===== config.mk =====
export PLATFORM = sky130hd
export DESIGN_NAME = wb_ssram_arb_flat
export DESIGN_NICKNAME = d
export VERILOG_FILES = /design/src/rtl/wb_ssram_arb_if.sv /design/src/rtl/wb_ssram_arb.sv /design/src/flat_wrapper.sv
export SDC_FILE = /design/constraint.sdc
export NUM_CORES = 1
export LEC_CHECK = 0
export ABC_AREA = 1
export ABC_CLOCK_PERIOD_IN_PS = 1360
export CORE_AREA = 2 2 125 127
export DETAILED_ROUTE_END_ITERATION = 12
export DIE_AREA = 0 0 127 129
export HOLD_SLACK_MARGIN = 0.15
export SLEW_MARGIN = 0
export SYNTH_ARGS = -nofsm -noshare
export SYNTH_HDL_FRONTEND = slang
export SYNTH_SLANG_ARGS = --single-unit
export TNS_END_PERCENT = 10

===== constraint.sdc =====
create_clock -name clk -period 1.36 [get_ports clk]
set_input_delay 0.136 -clock clk [delete_from_list [all_inputs] [get_ports clk]]
set_output_delay 0.136 -clock clk [all_outputs]
set_load 0.01 [all_outputs]

===== src/rtl/wb_ssram_arb_if.sv =====
// Wishbone bus bundle shared by the two masters and the SSRAM slave port of wb_ssram_arb.
// din carries write data toward the slave and dout carries read data back.
interface wb_ssram_arb_if;
  logic [31:0] adr;
  logic [31:0] din;
  logic [31:0] dout;
  logic [3:0]  sel;
  logic        cyc;
  logic        stb;
  logic        we;
  logic        ack;
  logic        err;
  logic        rty;

  modport master (
    output adr, din, sel, cyc, stb, we,
    input  dout, ack, err, rty
  );

  modport slave (
    input  adr, din, sel, cyc, stb, we,
    output dout, ack, err, rty
  );
endinterface


===== src/rtl/wb_ssram_arb.sv =====
// Two-master round-robin Wishbone arbiter in front of an SSRAM slave, with a
// stall timeout that errors the owner and drains the slave before release.
module wb_ssram_arb #(
  parameter int TMO_W = 8
) (
  input  logic                clk,
  input  logic                rst_n,
  wb_ssram_arb_if.slave       m0,
  wb_ssram_arb_if.slave       m1,
  wb_ssram_arb_if.master      s,
  output logic [1:0]          gnt
);

  typedef enum logic [1:0] {IDLE, BUSY, DRAIN} state_t;

  localparam logic [TMO_W-1:0] CNT_ONE = TMO_W'(1);
  localparam logic [TMO_W-1:0] CNT_ALL = '1;
  localparam logic [TMO_W-1:0] CNT_PRE = CNT_ALL - CNT_ONE;

  state_t           state;
  logic             last;
  logic             armed;
  logic             tmo_err;
  logic [TMO_W-1:0] cnt;

  logic req0, req1, busy, term, g_cyc, g_stb;

  assign req0  = m0.cyc & m0.stb;
  assign req1  = m1.cyc & m1.stb;
  assign busy  = (state == BUSY);
  assign term  = s.ack | s.err | s.rty;
  assign g_cyc = gnt[1] ? m1.cyc : m0.cyc;
  assign g_stb = gnt[1] ? m1.stb : m0.stb;

  assign s.adr = busy ? (gnt[1] ? m1.adr : m0.adr) : '0;
  assign s.din = busy ? (gnt[1] ? m1.din : m0.din) : '0;
  assign s.sel = busy ? (gnt[1] ? m1.sel : m0.sel) : '0;
  assign s.we  = busy & (gnt[1] ? m1.we : m0.we);
  assign s.cyc = busy & g_cyc;
  assign s.stb = busy & g_stb;

  // The timeout err pulse lands in the first DRAIN cycle, while gnt still names the owner.
  assign m0.dout = s.dout;
  assign m1.dout = s.dout;
  assign m0.ack  = busy & gnt[0] & s.ack;
  assign m1.ack  = busy & gnt[1] & s.ack;
  assign m0.rty  = busy & gnt[0] & s.rty;
  assign m1.rty  = busy & gnt[1] & s.rty;
  assign m0.err  = gnt[0] & ((busy & s.err) | tmo_err);
  assign m1.err  = gnt[1] & ((busy & s.err) | tmo_err);

  always_ff @(posedge clk or negedge rst_n) begin
    if (!rst_n) begin
      state   <= IDLE;
      gnt     <= 2'b00;
      last    <= 1'b1;
      armed   <= 1'b0;
      tmo_err <= 1'b0;
      cnt     <= '0;
    end else begin
      armed   <= 1'b1;
      tmo_err <= 1'b0;
      case (state)
        IDLE: begin
          if (armed && (req0 || req1)) begin
            state <= BUSY;
            cnt   <= '0;
            gnt   <= (req0 && (!req1 || last)) ? 2'b01 : 2'b10;
          end
        end
        BUSY: begin
          if (!g_cyc) begin
            state <= IDLE;
            gnt   <= 2'b00;
            last  <= gnt[1];
            cnt   <= '0;
          end else if (term) begin
            cnt <= '0;
          end else if (g_stb) begin
            // This stalled cycle would take the count to all-ones: time out now.
            if (cnt == CNT_PRE) begin
              state   <= DRAIN;
              tmo_err <= 1'b1;
              cnt     <= '0;
            end else begin
              cnt <= cnt + CNT_ONE;
            end
          end
        end
        DRAIN: begin
          if (term || cnt == CNT_PRE) begin
            state <= IDLE;
            gnt   <= 2'b00;
            last  <= gnt[1];
            cnt   <= '0;
          end else begin
            cnt <= cnt + CNT_ONE;
          end
        end
        default: begin
          state <= IDLE;
          gnt   <= 2'b00;
          cnt   <= '0;
        end
      endcase
    end
  end

endmodule


===== src/flat_wrapper.sv =====
// flat-port wrapper written by rule: the top's interface ports become plain ports
module wb_ssram_arb_flat 
#(
  parameter int TMO_W = 8
)
  (clk, rst_n, gnt, m0_adr, m0_din, m0_sel, m0_cyc, m0_stb, m0_we, m0_dout, m0_ack, m0_err, m0_rty, m1_adr, m1_din, m1_sel, m1_cyc, m1_stb, m1_we, m1_dout, m1_ack, m1_err, m1_rty, s_adr, s_din, s_sel, s_cyc, s_stb, s_we, s_dout, s_ack, s_err, s_rty);
  wb_ssram_arb_if m0_i ();
  wb_ssram_arb_if m1_i ();
  wb_ssram_arb_if s_i ();
  input  logic clk;
  input  logic rst_n;
  output logic [1:0] gnt;
  input wire logic [$bits(m0_i.adr)-1:0] m0_adr;
  input wire logic [$bits(m0_i.din)-1:0] m0_din;
  input wire logic [$bits(m0_i.sel)-1:0] m0_sel;
  input wire logic [$bits(m0_i.cyc)-1:0] m0_cyc;
  input wire logic [$bits(m0_i.stb)-1:0] m0_stb;
  input wire logic [$bits(m0_i.we)-1:0] m0_we;
  output wire logic [$bits(m0_i.dout)-1:0] m0_dout;
  output wire logic [$bits(m0_i.ack)-1:0] m0_ack;
  output wire logic [$bits(m0_i.err)-1:0] m0_err;
  output wire logic [$bits(m0_i.rty)-1:0] m0_rty;
  input wire logic [$bits(m1_i.adr)-1:0] m1_adr;
  input wire logic [$bits(m1_i.din)-1:0] m1_din;
  input wire logic [$bits(m1_i.sel)-1:0] m1_sel;
  input wire logic [$bits(m1_i.cyc)-1:0] m1_cyc;
  input wire logic [$bits(m1_i.stb)-1:0] m1_stb;
  input wire logic [$bits(m1_i.we)-1:0] m1_we;
  output wire logic [$bits(m1_i.dout)-1:0] m1_dout;
  output wire logic [$bits(m1_i.ack)-1:0] m1_ack;
  output wire logic [$bits(m1_i.err)-1:0] m1_err;
  output wire logic [$bits(m1_i.rty)-1:0] m1_rty;
  output wire logic [$bits(s_i.adr)-1:0] s_adr;
  output wire logic [$bits(s_i.din)-1:0] s_din;
  output wire logic [$bits(s_i.sel)-1:0] s_sel;
  output wire logic [$bits(s_i.cyc)-1:0] s_cyc;
  output wire logic [$bits(s_i.stb)-1:0] s_stb;
  output wire logic [$bits(s_i.we)-1:0] s_we;
  input wire logic [$bits(s_i.dout)-1:0] s_dout;
  input wire logic [$bits(s_i.ack)-1:0] s_ack;
  input wire logic [$bits(s_i.err)-1:0] s_err;
  input wire logic [$bits(s_i.rty)-1:0] s_rty;
  assign m0_i.adr = m0_adr;
  assign m0_i.din = m0_din;
  assign m0_i.sel = m0_sel;
  assign m0_i.cyc = m0_cyc;
  assign m0_i.stb = m0_stb;
  assign m0_i.we = m0_we;
  assign m0_dout = m0_i.dout;
  assign m0_ack = m0_i.ack;
  assign m0_err = m0_i.err;
  assign m0_rty = m0_i.rty;
  assign m1_i.adr = m1_adr;
  assign m1_i.din = m1_din;
  assign m1_i.sel = m1_sel;
  assign m1_i.cyc = m1_cyc;
  assign m1_i.stb = m1_stb;
  assign m1_i.we = m1_we;
  assign m1_dout = m1_i.dout;
  assign m1_ack = m1_i.ack;
  assign m1_err = m1_i.err;
  assign m1_rty = m1_i.rty;
  assign s_adr = s_i.adr;
  assign s_din = s_i.din;
  assign s_sel = s_i.sel;
  assign s_cyc = s_i.cyc;
  assign s_stb = s_i.stb;
  assign s_we = s_i.we;
  assign s_i.dout = s_dout;
  assign s_i.ack = s_ack;
  assign s_i.err = s_err;
  assign s_i.rty = s_rty;
  wb_ssram_arb #(.TMO_W(TMO_W)) u_core (.clk(clk), .rst_n(rst_n), .m0(m0_i), .m1(m1_i), .s(s_i), .gnt(gnt));
endmodule

==> results by group, run 1 <==
Clocking
  • Number of CTS-inserted buffers: 3
  • Clk sink count: 15
  • CTS tree: yes
  • CTS clock-pin slew for the worst setup and hold paths: 50 ps
  • Clk buf depth: 2
  • Clock latency on the worst-skew pair: 250 ps
  • H-tree depth: 1
  • Clock Root Buffer: clkbuf_16
  • Hold_buf cts: 0

Pwr
  • Switching share of power: 47.2%
  • P per Cell Area: 1670 nW/µm²
  • Seq pwr share: 6.9%
  • Internal power: 4.54 mW
  • Clock power share: 6.8%
  • P_leak: 2.43 nW
  • Maximum vdd drop: 883 µV
  • Final Power: 8.60 mW
  • Comb pwr share: 86.2%
  • Net Switching: 4.06 mW

Drt
  • WL/cell: 15.6 µm
  • DRC errors left: 0
  • Routed wire length: 13300 µm
  • Starting DRT DRC Count: 151
  • Final ANT Viol Nets: 0
  • Drt via density: 4.11
  • Total number of vias: 3512
  • First-pass DRT Iterations: 4

Finish
  • Synthesis-to-finish area growth: 95.6%
  • Nets: 850
  • Fraction of layout cells with a size suffix above 1: 31.1%
  • Layout Utilization: 34.3%
  • Fill count: 1623
  • Most frequent cells in the layout: nor2_1 (148), clkdlybuf4s50_1 (146), buf_2 (71)
  • Commonest non-fill, non-tap cell in the layout: nor2_1
  • Fin area: 5140 µm²

Worst setup path
  • Crit end category: output port
  • Worst-path fanout max: 9
  • Reg2reg start: u_core.gnt[1]
  • Kind of critical path: reg -> out
  • Startpoint types: flip-flop
  • CP startpoint: u_core.state[1]
  • Crit path DAT: 1520 ps
  • Required time worst endpoint: 1220 ps

Yosys
  • Yosys cell types: 31
  • Post-synth top flop: dfrtp_1
  • Share of async-settable or async-resettable flops after synthesis: 100%
  • Synthesized cell area: 2630 µm²
  • Post-Synthesis Cells: 459
  • Syn nets: 643
  • #FFs+latches synth: 15
  • Post-synthesis sequential area ratio: 14.3%
  • Syn Area/Cell: 5.73 µm²
  • Yosys warnings: 0
  • Post-synth EDFFs: 0

Floorplan
  • Total I/O pin count: 322
  • Core area: 15000 µm²
  • Starting density of the core: 17.6%
  • Die area: 16400 µm²
  • Die W: 127 µm
  • Die Y: 129 µm
  • Rows: 45

Timing
  • Setup_tns: -20800 ps
  • Final setup viols: 91
  • Period utilization: 122%
  • Worst setup margin: -299 ps
  • Post-layout minimum cycle time: 1660 ps
  • Unrepaired setup endpoints after global routing: true
  • Final Hold Fails: 0
  • F_max: 603 MHz
  • Max Transition Viols Final: 0
  • Worst Clk Skew: 2.97 ps

Status
  • Outcome: finished with violations
  • Failing checks: negative setup slack

Hold path
  • Worst hold path type: in -> async

GRT
  • First-pass GRT wire length: 18500 µm
  • Total GRT Usage: 14.1%
  • Initial antenna violation count: 1
  • Number of global-route vias before repair: 3204
  • Pin count of the biggest net entering global routing: 27
  • Total grt overflow: 0

Flow run
  • Max Cap Violations: 0

Placement
  • Placer Congestion: 0.809
  • Setup WS pre-CTS: -419 ps
  • DP Area: 5030 µm²
  • Dpl hpwl: 10400 µm
  • Buffers on Ports: 225
cell families after synthesis:
group           share of synthesized area, %
simple gates                            41.0
buf+inv                                 26.6
compound gates                          14.9
flops                                   14.3
fa+ha+maj                               2.38
xor+xnor                               0.666
other cells                            0.143
area by class of cell:
type | instances | area (µm²) | area share [%]
Tap cell | 188 | 235 | 4.58
Sequential cell | 15 | 378 | 7.35
Clock buffer | 4 | 78.8 | 1.53
Timing Repair Buffer | 290 | 2650 | 51.5
Antenna cell | 1 | 2.50 | 0.0487
Multi-Input combinational cell | 328 | 1680 | 32.7
Inverter | 28 | 120 | 2.34
cells in the mapped netlist (2+ instances only):
master / n / area share, %
nor3_1: 5 / 0.95
nor2_1: 150 / 21
o21ai_0: 69 / 13
buf_2: 8 / 1.5
a21oi_1: 2 / 0.38
o21ai_1: 2 / 0.38
ha_1: 5 / 2.4
nor2_2: 4 / 0.95
nand2_1: 45 / 6.4
buf_4: 65 / 19
nand3_2: 2 / 0.76
inv_2: 8 / 1.1
dfrtp_1: 14 / 13
nand2_4: 3 / 1.3
nor2_4: 4 / 1.7
clkbuf_1: 13 / 1.9
nand2_2: 11 / 2.6
inv_1: 18 / 2.6
nand3_1: 14 / 2.7
nand4_1: 5 / 1.2
xor2_1: 2 / 0.67
critical path: stages, from the launching register on:
cell	delay, ps
dfrtp_1	380
inv_2	80
ha_4	160
buf_12	130
buf_12	130
buf_12	110
o21ai_1	50
nor2_1	90
buf_2	140
worst paths after layout:
check / to / slack (ps) / cells past startpoint
worst max register to register: u_core.cnt[2] / -210 / 11
min in group clk: m1_dout[14] / 270 / 0
worst min register to register: u_core.last / 470 / 2
worst max-delay path: s_adr[16] / -300 / 8
worst min-delay path: u_core.gnt[0] / 210 / 2
max in group asynchronous: u_core.last / 910 / 2
flip-flops by register name, indices dropped and copies added (netlist names):
| signal | count |
|---|---|
| u_core.armed | 1 |
| u_core.tmo_err | 1 |
| u_core.gnt | 2 |
| u_core.state | 2 |
| u_core.cnt | 8 |
| u_core.last | 1 |
layer usage:
| layer | track usage (%) | vias up | wire length [µm] |
|---|---|---|---|
| met2 | 22.2 | 192 | 6070 |
| li1 | - | 1791 | - |
| met5 | 0 | - | 0 |
| met4 | 1.68 | 0 | 133 |
| met1 | 19.3 | 1522 | 5850 |
| met3 | 4.99 | 7 | 1280 |
timing repair:
item | 4_1_cts | 5_1_grt
setup endpoints to repair | 93 | 91
pin swaps | 1 | 17
resized for setup | 313 | 84
gates cloned | 0 | 3
setup buffers | 5 | 11
power by group through the flow:
stage	Combinational [mW]	Clock [mW]	Sequential (mW)
2_1_floorplan	3.18	0	0.580
3_3_place_gp	7.27	0	0.578
3_5_place_dp	7.22	0	0.581
4_1_cts	6.67	0.596	0.594
5_1_grt	8.06	0.622	0.607
6_report	7.42	0.587	0.595
metrics by stage:
step	hold WS [ps]	cells
floorplan	-160	459
global placement	272	830
detailed placement	272	830
CTS	212	839
global route	251	854
finish	205	854
No activity file was read; power rests on OpenSTA's default activity.
==> inputs of run 2 (changes only) <==
--- a/config.mk
+++ b/config.mk
@@ -6,7 +6,7 @@
 export NUM_CORES = 1
 export LEC_CHECK = 0
 export ABC_AREA = 1
-export ABC_CLOCK_PERIOD_IN_PS = 1360
+export ABC_CLOCK_PERIOD_IN_PS = 1550
 export CORE_AREA = 2 2 125 127
 export DETAILED_ROUTE_END_ITERATION = 12
 export DIE_AREA = 0 0 127 129
==> constraint.sdc (replaced) <==
create_clock -name clk -period 1.55 [get_ports clk]
set_input_delay 0.155 -clock clk [delete_from_list [all_inputs] [get_ports clk]]
set_output_delay 0.155 -clock clk [all_outputs]
set_load 0.01 [all_outputs]
==> run 2 against run 1 <==
Routed wire length is 9.3% lower. Die area stayed put. Critical path depth is 2 lower. Worst hold slack better by 19 ps. Combinational power is 28% lower. Flip-flop and latch count stayed put. Non-clock buffer count is 26 lower. The flow still finishes with violations (negative setup slack). Count of clock-buffer cells in the layout stayed put. Global-route usage is 0.80 points lower. Core utilization is 2.8 points lower.
==> results by group, run 2 (synthesis results as in run 1) <==
Clocking
  • Hold_buf cts: 0 (unchanged)
  • CTS tree: yes
  • H-tree depth: 1 (unchanged)
  • Clock latency on the worst-skew pair: 250 ps (about the same)
  • CTS clock-pin slew for the worst setup and hold paths: 50 ps (about the same)
  • Clock Root Buffer: clkbuf_16
  • Clk buf depth: 2 (unchanged)
  • Number of CTS-inserted buffers: 3 (unchanged)
  • Clk sink count: 15 (unchanged)

Finish
  • Most frequent cells in the layout: nor2_1 (150), clkdlybuf4s50_1 (148), buf_2 (63)
  • Synthesis-to-finish area growth: 79.4%
  • Largest Register: u_core.cnt
  • Nets: 824 (-3.1%)
  • Fraction of layout cells with a size suffix above 1: 25.0% (-6.1 points)
  • Biggest regs: u_core.cnt: 8 flops, u_core.gnt: 2 flops, u_core.state: 2 flops
  • Fin area: 4720 µm² (-8.3%)
  • Commonest non-fill, non-tap cell in the layout: nor2_1
  • Ant diodes: 0 (-1)
  • Max FFs per register: 8 (unchanged)

Status
  • Outcome: finished with violations
  • Failing checks: negative setup slack

Placement
  • Setup WS pre-CTS: -413 ps (+5.64 ps)
  • Dpl hpwl: 9950 µm (-4.2%)
  • DP Area: 4860 µm² (-3.4%)
  • Placer Congestion: 0.793 (-2.0%)
  • Buffers on Ports: 225 (unchanged)

Worst setup path
  • Startpoint types: flip-flop
  • Reg2Reg Depth: 12 (+1)
  • CP endpoint: m0_ack
  • Reg2reg setup slack: -140 ps (+70 ps)
  • Crit path DAT: 1570 ps (+50 ps)
  • Reg2reg start: u_core.state[1]
  • Worst R2R End: u_core.cnt[3]
  • CP startpoint: u_core.state[1]
  • Kind of critical path: reg -> out
  • Worst-path fanout max: 9 (unchanged)
  • Required time worst endpoint: 1390 ps (+170 ps)
  • Crit end category: output port

Timing
  • Post-layout minimum cycle time: 1730 ps
  • Max Transition Viols Final: 0 (unchanged)
  • F_max: 579 MHz
  • Period utilization: 111%
  • Unrepaired setup endpoints after global routing: true
  • Worst Clk Skew: 3.21 ps (+0.241 ps)
  • Worst setup margin: -176 ps (+122 ps)
  • Final setup viols: 65 (-29%)
  • Final Hold Fails: 0 (unchanged)

Drt
  • Starting DRT DRC Count: 111 (-26%)
  • First-pass DRT Iterations: 4 (unchanged)
  • DRC errors left: 0 (unchanged)
  • Final ANT Viol Nets: 0 (unchanged)
  • WL/cell: 14.6 µm (-6.4%)
  • Routed wire length: 12100 µm (-9.3%)
  • Drt via density: 4.05 (-1.6%)
  • Total number of vias: 3348 (-4.7%)

Floorplan
  • Die Y: 129 µm (unchanged)
  • Starting density of the core: 17.6% (unchanged)
  • Core area: 15000 µm² (unchanged)
  • Rows: 45 (unchanged)
  • Die area: 16400 µm² (unchanged)
  • Die W: 127 µm (unchanged)
  • Total I/O pin count: 322 (unchanged)

GRT
  • Total GRT Usage: 13.3% (-0.80 points)
  • Total grt overflow: 0 (unchanged)
  • Pin count of the biggest net entering global routing: 30 (+11%)
  • First-pass GRT wire length: 17400 µm (-5.7%)
  • Initial antenna violation count: 0 (-1)
  • Number of global-route vias before repair: 3105 (-3.1%)

Pwr
  • Final Power: 6.34 mW (-26%)
  • P per Cell Area: 1340 nW/µm² (-20%)
  • P_leak: 2.21 nW (-8.9%)
  • Maximum vdd drop: 773 µV (-13%)

Hold path
  • Worst hold path type: in -> async

Flow run
  • Max Cap Violations: 0 (unchanged)
run 2: repair_timing:
item,in CTS,in global routing
cloned,0,0
setup endpoints to repair,91,91
setup buffers,2,1
pin swaps,5,6
resized for setup,284,50
run 2: final cells by class:
class / count / area, µm²
multi-input combinational: 328 / 1590
tap: 188 / 235
timing repair buffer: 264 / 2320
clock buffer: 4 / 78.8
sequential: 15 / 378
fill: 1667 / 10300
inverter: 28 / 110
run 2: through the flow:
stage	hold slack (ps)	cells	setup TNS [ps]	util, %
detailed placement	310	820	-24330	32.5
global placement	310	820	-22180	32.5
global route	250	827	-12580	31.5
floorplan	-141	459	0	-
CTS	235	826	-6820	31.6
finish	224	827	-4350	31.5
run 2: where the power goes:
part	switching (mW)	leakage [nW]	internal, mW
registers	0.0607	0.199	0.455
logic	2.93	1.97	2.37
clock network	0.169	0.0382	0.349
total	3.16	2.21	3.18
run 2: worst max-delay path, cell delays in order, from the launching register on:
cell	delay [ps]
dfrtp_1	380
inv_2	80
ha_4	180
buf_12	140
inv_1	100
nor3_2	200
clkdlybuf4s15_2	250
run 2: worst min-delay path by stage:
stage,startpoint,end,slack (ps),depth (start not counted)
6_report,rst_n,u_core.tmo_err,220,2
2_1_floorplan,rst_n,u_core.armed,-140,0
5_1_grt,rst_n,u_core.cnt[4],250,2
3_5_place_dp,s_dout[0],m0_dout[0],310,0
3_3_place_gp,s_dout[0],m0_dout[0],310,0
4_1_cts,rst_n,u_core.tmo_err,230,2
run 2: metal layers:
layer / up-vias / global-route usage (%) / wire, µm
li1: 1739 / - / -
met1: 1417 / 17.2 / 5170
met2: 183 / 22.3 / 5700
met3: 9 / 4.66 / 1140
met4: 0 / 1.62 / 77
met5: - / 0 / 0
==> inputs of run 3 (changes only) <==
--- a/config.mk
+++ b/config.mk
@@ -7,11 +7,13 @@
 export LEC_CHECK = 0
 export ABC_AREA = 1
 export ABC_CLOCK_PERIOD_IN_PS = 1550
+export CAP_MARGIN = 20
 export CORE_AREA = 2 2 125 127
 export DETAILED_ROUTE_END_ITERATION = 12
 export DIE_AREA = 0 0 127 129
 export HOLD_SLACK_MARGIN = 0.15
-export SLEW_MARGIN = 0
+export SETUP_SLACK_MARGIN = 0.5
+export SLEW_MARGIN = 15
 export SYNTH_ARGS = -nofsm -noshare
 export SYNTH_HDL_FRONTEND = slang
 export SYNTH_SLANG_ARGS = --single-unit
==> run 3 against run 2 <==
The run still ends with negative setup slack left. Cell count increased by 2.2%. Combinational power grew 18%. Final area is 6.7% higher. Register-to-register slack gained 80 ps. Via count rose by 4.0%. Power rose by 15%. Critical endpoint is now s_adr[3]. Flip-flop and latch count did not move. Global-route usage increased by 1.4 points. Worst hold slack improved by 11 ps. Sequential power is essentially flat.
==> results by group, run 3 (synthesis results as in run 1) <==
Status
  • Outcome: finished with violations
  • Failing checks: negative setup slack

Floorplan
  • Die area: 16400 µm² (unchanged)
  • Core area: 15000 µm² (unchanged)
  • Die W: 127 µm (unchanged)
  • Total I/O pin count: 322 (unchanged)
  • Rows: 45 (unchanged)
  • Starting density of the core: 17.6% (unchanged)
  • Die Y: 129 µm (unchanged)

Drt
  • Routed wire length: 13600 µm (+12%)
  • DRC errors left: 0 (unchanged)
  • Total number of vias: 3482 (+4.0%)
  • Final ANT Viol Nets: 0 (unchanged)
  • WL/cell: 16.0 µm (+9.7%)
  • First-pass DRT Iterations: 4 (unchanged)
  • Starting DRT DRC Count: 145 (+31%)
  • Drt via density: 4.12 (+1.8%)

Finish
  • Nets: 842 (+2.2%)
  • Commonest non-fill, non-tap cell in the layout: clkdlybuf4s50_1
  • Largest Register: u_core.cnt
  • Ant diodes: 0 (unchanged)
  • Most frequent cells in the layout: clkdlybuf4s50_1 (147), nor2_1 (142), buf_2 (73)
  • Fraction of layout cells with a size suffix above 1: 31.5% (+6.5 points)
  • Biggest regs: u_core.cnt: 8 flops, u_core.gnt: 2 flops, u_core.state: 2 flops
  • Synthesis-to-finish area growth: 91.3%
  • Finished Layout Cells: 845 (+2.2%)
  • Max FFs per register: 8 (unchanged)
  • Fin area: 5030 µm² (+6.7%)

GRT
  • Pin count of the biggest net entering global routing: 21 (-30%)
  • Initial antenna violation count: 1 (+1)
  • Total grt overflow: 0 (unchanged)
  • Total GRT Usage: 14.7% (+1.4 points)
  • First-pass GRT wire length: 19000 µm (+9.3%)
  • Number of global-route vias before repair: 3279 (+5.6%)

Clocking
  • Clk buf depth: 2 (unchanged)
  • Number of CTS-inserted buffers: 3 (unchanged)
  • CTS clock-pin slew for the worst setup and hold paths: 50 ps (about the same)
  • CTS tree: yes
  • Clk sink count: 15 (unchanged)
  • H-tree depth: 1 (unchanged)
  • Clock latency on the worst-skew pair: 240 ps (about the same)
  • Hold_buf cts: 0 (unchanged)
  • Clock Root Buffer: clkbuf_16

Pwr
  • Net Switching: 3.52 mW (+11%)
  • Switching share of power: 48.3% (-1.5 points)
  • Comb pwr share: 86.0% (+2.3 points)
  • Maximum vdd drop: 710 µV (-8.1%)
  • P_leak: 2.35 nW (+6.4%)
  • P per Cell Area: 1450 nW/µm² (+7.7%)
  • Clock power share: 7.0% (-1.2 points)
  • Internal power: 3.76 mW (+18%)
  • Seq pwr share: 7.1% (-1.0 points)

Worst setup path
  • Worst stage delay on the critical path: 380 ps (about the same)
  • Critical path, cell by cell: inv_2 -> ha_4 -> buf_8 -> buf_12 -> o21ai_1 -> nor2_1 -> buf_2
  • Reg2Reg Depth: 10 (-2)
  • CP max-delay cell: dfrtp_1
  • Kind of critical path: reg -> out
  • Required time worst endpoint: 1390 ps (about the same)
  • Worst-path fanout max: 5 (-4)
  • Crit end category: output port
  • Crit path DAT: 1560 ps (about the same)
  • Startpoint types: flip-flop

Timing
  • Setup_tns: -5320 ps (-968 ps)
  • Unrepaired setup endpoints after global routing: true
  • Period utilization: 110% (-1.0 points)
  • Final Hold Fails: 0 (unchanged)
  • F_max: 585 MHz (+0.92%)
  • Max Transition Viols Final: 0 (unchanged)
  • Post-layout minimum cycle time: 1710 ps (-15.7 ps)
  • Worst Clk Skew: 4.19 ps (+0.979 ps)
  • Final setup viols: 73 (+12%)
  • Worst setup margin: -161 ps (+15.7 ps)

Placement
  • Placer Congestion: 0.842 (+6.2%)
  • DP Cell Count: 824 (+0.49%)
  • Buffers on Ports: 225 (unchanged)
  • DP Area: 4980 µm² (+2.4%)
  • Dpl hpwl: 10700 µm (+7.7%)

Flow run
  • Max Cap Violations: 0 (unchanged)

Hold path
  • Worst hold path type: in -> async
==> run 3: cell count changes in the layout (fill, tap and decap cells not counted), moves of 7 or more <==
| cell | previous run | this run |
|---|---|---|
| buf_2 | 63 | 73 |
| buf_4 | 29 | 39 |
| o21ai_0 | 45 | 36 |
| o21ai_2 | 0 | 9 |
| clkdlybuf4s15_2 | 8 | 0 |
| nor2_1 | 150 | 142 |
| nor2_2 | 4 | 12 |
| buf_6 | 3 | 10 |
==> run 3: final timing paths <==
path,start,to,slack [ps]
setup / recovery,u_core.state[1],s_adr[3],-160
hold / removal,rst_n,u_core.cnt[2],230
setup reg to reg,u_core.state[1],u_core.cnt[3],-60
hold reg to reg,u_core.last,u_core.last,480
max in group asynchronous,rst_n,u_core.last,1060
min in group clk,s_dout[20],m1_dout[20],310
==> run 3: stage by stage <==
step                hold slack, ps  power (mW)  worst slack, ps  util [%]
floorplan                     -141        3.39              192         -
global placement               310        6.76             -407      33.2
detailed placement             310        6.74             -409      33.2
CTS                            248        6.82             -219      32.2
global route                   267        7.87             -223      33.6
finish                         235        7.28             -161      33.6
==> run 3: area by class of cell <==
cell class	instances	area (µm²)
fill	1643	9950
clock buffer	4	78.8
tap	188	235
inverter	28	120
sequential	15	378
multi-input combinational	328	1700
timing repair buffer	282	2520
==> run 3: worst max-delay path: cells and delay by family (launching register included) <==
kind,cells,cell delay [ps]
buf+inv,4,500
simple gates,1,150
compound gates,1,60
fa+ha+maj,1,220
flops,1,380
==> run 3: metal layers <==
layer  wire (µm)  global-route usage [%]  part of all wire (%)
met1        5810                    19.3                    43
met2        6160                    24.0                    45
met3        1500                    5.82                    11
met4          81                    1.16                  0.60
met5          10                       0                 0.074
==> run 3: power groups by stage <==
| stage | Sequential, mW | Clock (mW) | Combinational, mW |
|---|---|---|---|
| floorplan | 0.509 | 0 | 2.88 |
| global placement | 0.503 | 0 | 6.26 |
| detailed placement | 0.504 | 0 | 6.24 |
| CTS | 0.511 | 0.515 | 5.80 |
| global route | 0.521 | 0.533 | 6.82 |
| finish | 0.514 | 0.508 | 6.26 |
==> run 3: repair_timing <==
item | CTS | global route
pin swaps | 8 | 16
setup buffers | 4 | 9
gates cloned | 1 | 3
resized for setup | 353 | 36
setup endpoints to repair | 93 | 93
==> RTL change (flow settings as in run 3) <==
`TMO_W` is set to 8 in 2 places; all go to 12.
--- a/src/rtl/wb_ssram_arb.sv
+++ b/src/rtl/wb_ssram_arb.sv
@@ -3,3 +3,3 @@
 module wb_ssram_arb #(
-  parameter int TMO_W = 8
+  parameter int TMO_W = 12
 ) (
--- a/src/flat_wrapper.sv
+++ b/src/flat_wrapper.sv
@@ -3,3 +3,3 @@
 #(
-  parameter int TMO_W = 8
+  parameter int TMO_W = 12
 )
Behaviour: same outputs for any inputs over 10 cycles, from zero or initial values and one cycle with rst_n low; that may be too few to reach the edited logic, so the function may still have changed.
==> RTL change against run 3 <==
- the flow still finishes with violations (setup timing)
- via count is 6.8% higher
- wire length is 8.5% higher
- critical path depth stayed put
- sequential cell count increased by 4
- worst setup slack worse by 0.037 ns
- clock skew about the same
- synthesized cell count increased by 8.3%
- worst hold slack is essentially flat
- maximum frequency down 2.1%
- total power is 13% higher
- design area rose by 5.8%
- sequential power grew 24%
- area after synthesis grew 8.4%
==> RTL change: results (changes against run 3) <==
Drt wl/cell = 16.7 µm (+4.4%)
Worst Setup Slack, final = -0.198 ns (-0.0372 ns)
Largest regs = u_core.cnt x12, u_core.gnt x2, u_core.state x2
Inverter count = 32 (+14%)
Reg2reg path depth = 11 (+1)
Reg2reg setup slack = -0.15 ns (-0.09 ns)
Seq/Total Area, Yosys = 16.7% (+2.4 points)
M1 WL = 6570 µm (+13%)
Synth cell types = 29 (-6.5%)
DR iter-0 viols = 182 (+26%)
Nets = 875 (+3.9%)
Peak VDD IR = 0.612 mV (-14%)
Synth Net Count = 681 (+5.9%)
Outcome = finished, violations left
Final clock skew = 0.00389 ns (-0.000296 ns)
Filler cells = 1623 (-1.2%)
Fraction of area in multi-input gates = 34.6% (+0.82 points)
First-pass GRT wire length = 21000 µm (+10%)
GP Congestion = 0.864 (+2.6%)
Final setup fails = 89 (+22%)
Multi-input combinational cell count = 356 (+8.5%)
Non-clock buffer count = 279 (-1.1%)
Share of layout cells above drive strength 1 = 28.0% (-3.5 points)
Top Metal Used = met4
Vias in the first global route = 3467 (+5.7%)
CP endpoint = s_adr[17]
Largest net degree at the start of global routing = 36 (+71%)
Routed wl met3 = 1310 µm (-13%)
Tot GR Track Use = 16.4% (+1.7 points)
Initial antenna violation count = 0 (-1)
Pre-CTS WS = -0.426 ns (-0.0167 ns)
Top-area cell type share of the netlist area = 22.3% (+0.84 points)
Violated checks = setup timing
Lkg Pwr = 2.45 nW (+4.2%)
## RTL change: cell types whose count changed after synthesis, moves of 5 or more
cell,before,now
nand3_1,14,22
inv_1,18,29
inv_2,8,3
nand2_1,45,55
nor2_1,150,169
nand2_2,11,3
## RTL change: logic make-up after synthesis
| family | count (synthesis) | share of synthesized area [%] |
|---|---|---|
| DFF | 19 | 16.7 |
| buffers and inverters | 122 | 25.6 |
| AOI/OAI and AO/OA | 80 | 14.9 |
| other | 1 | 0.132 |
| adders and majority gates | 5 | 2.19 |
| and+or+nand+nor | 270 | 40.4 |
## RTL change: timing repair
action,in CTS,in global routing
gates cloned,3,3
gates resized for setup,376,37
setup endpoints to repair,97,97
pin swaps,16,19
setup buffers,3,2
## RTL change: worst reg2reg max path: cells and delay by family, from the launching register on
kind	cells	cell delay (ns)
AND/OR/NAND/NOR	5	0.38
buffers and inverters	4	0.44
adder cells (fa/ha/maj)	1	0.22
flip-flops	1	0.39
AO/OA/AOI/OAI	1	0.15
## RTL change: per-stage QoR
step           hold slack [ns]  area (µm²)  std cells  utilization, %  TNS (ns)
2_1_floorplan           -0.141        2870        497               -         0
3_3_place_gp             0.310        5130        863            34.3    -22.57
3_5_place_dp             0.310        5130        863            34.3    -23.23
4_1_cts                  0.246        5140        873            34.4     -9.81
5_1_grt                  0.263        5320        878            35.5    -17.50
6_report                 0.235        5320        878            35.5    -10.49
## RTL change: power by group through the flow
stage	Sequential [W]	Combinational, W	Clock, W
after floorplan	0.000630	0.00303	0
after global placement	0.000622	0.00656	0
after detailed placement	0.000622	0.00653	0
after CTS	0.000631	0.00659	0.000558
after global routing	0.000645	0.00764	0.000587
final	0.000638	0.00705	0.000548
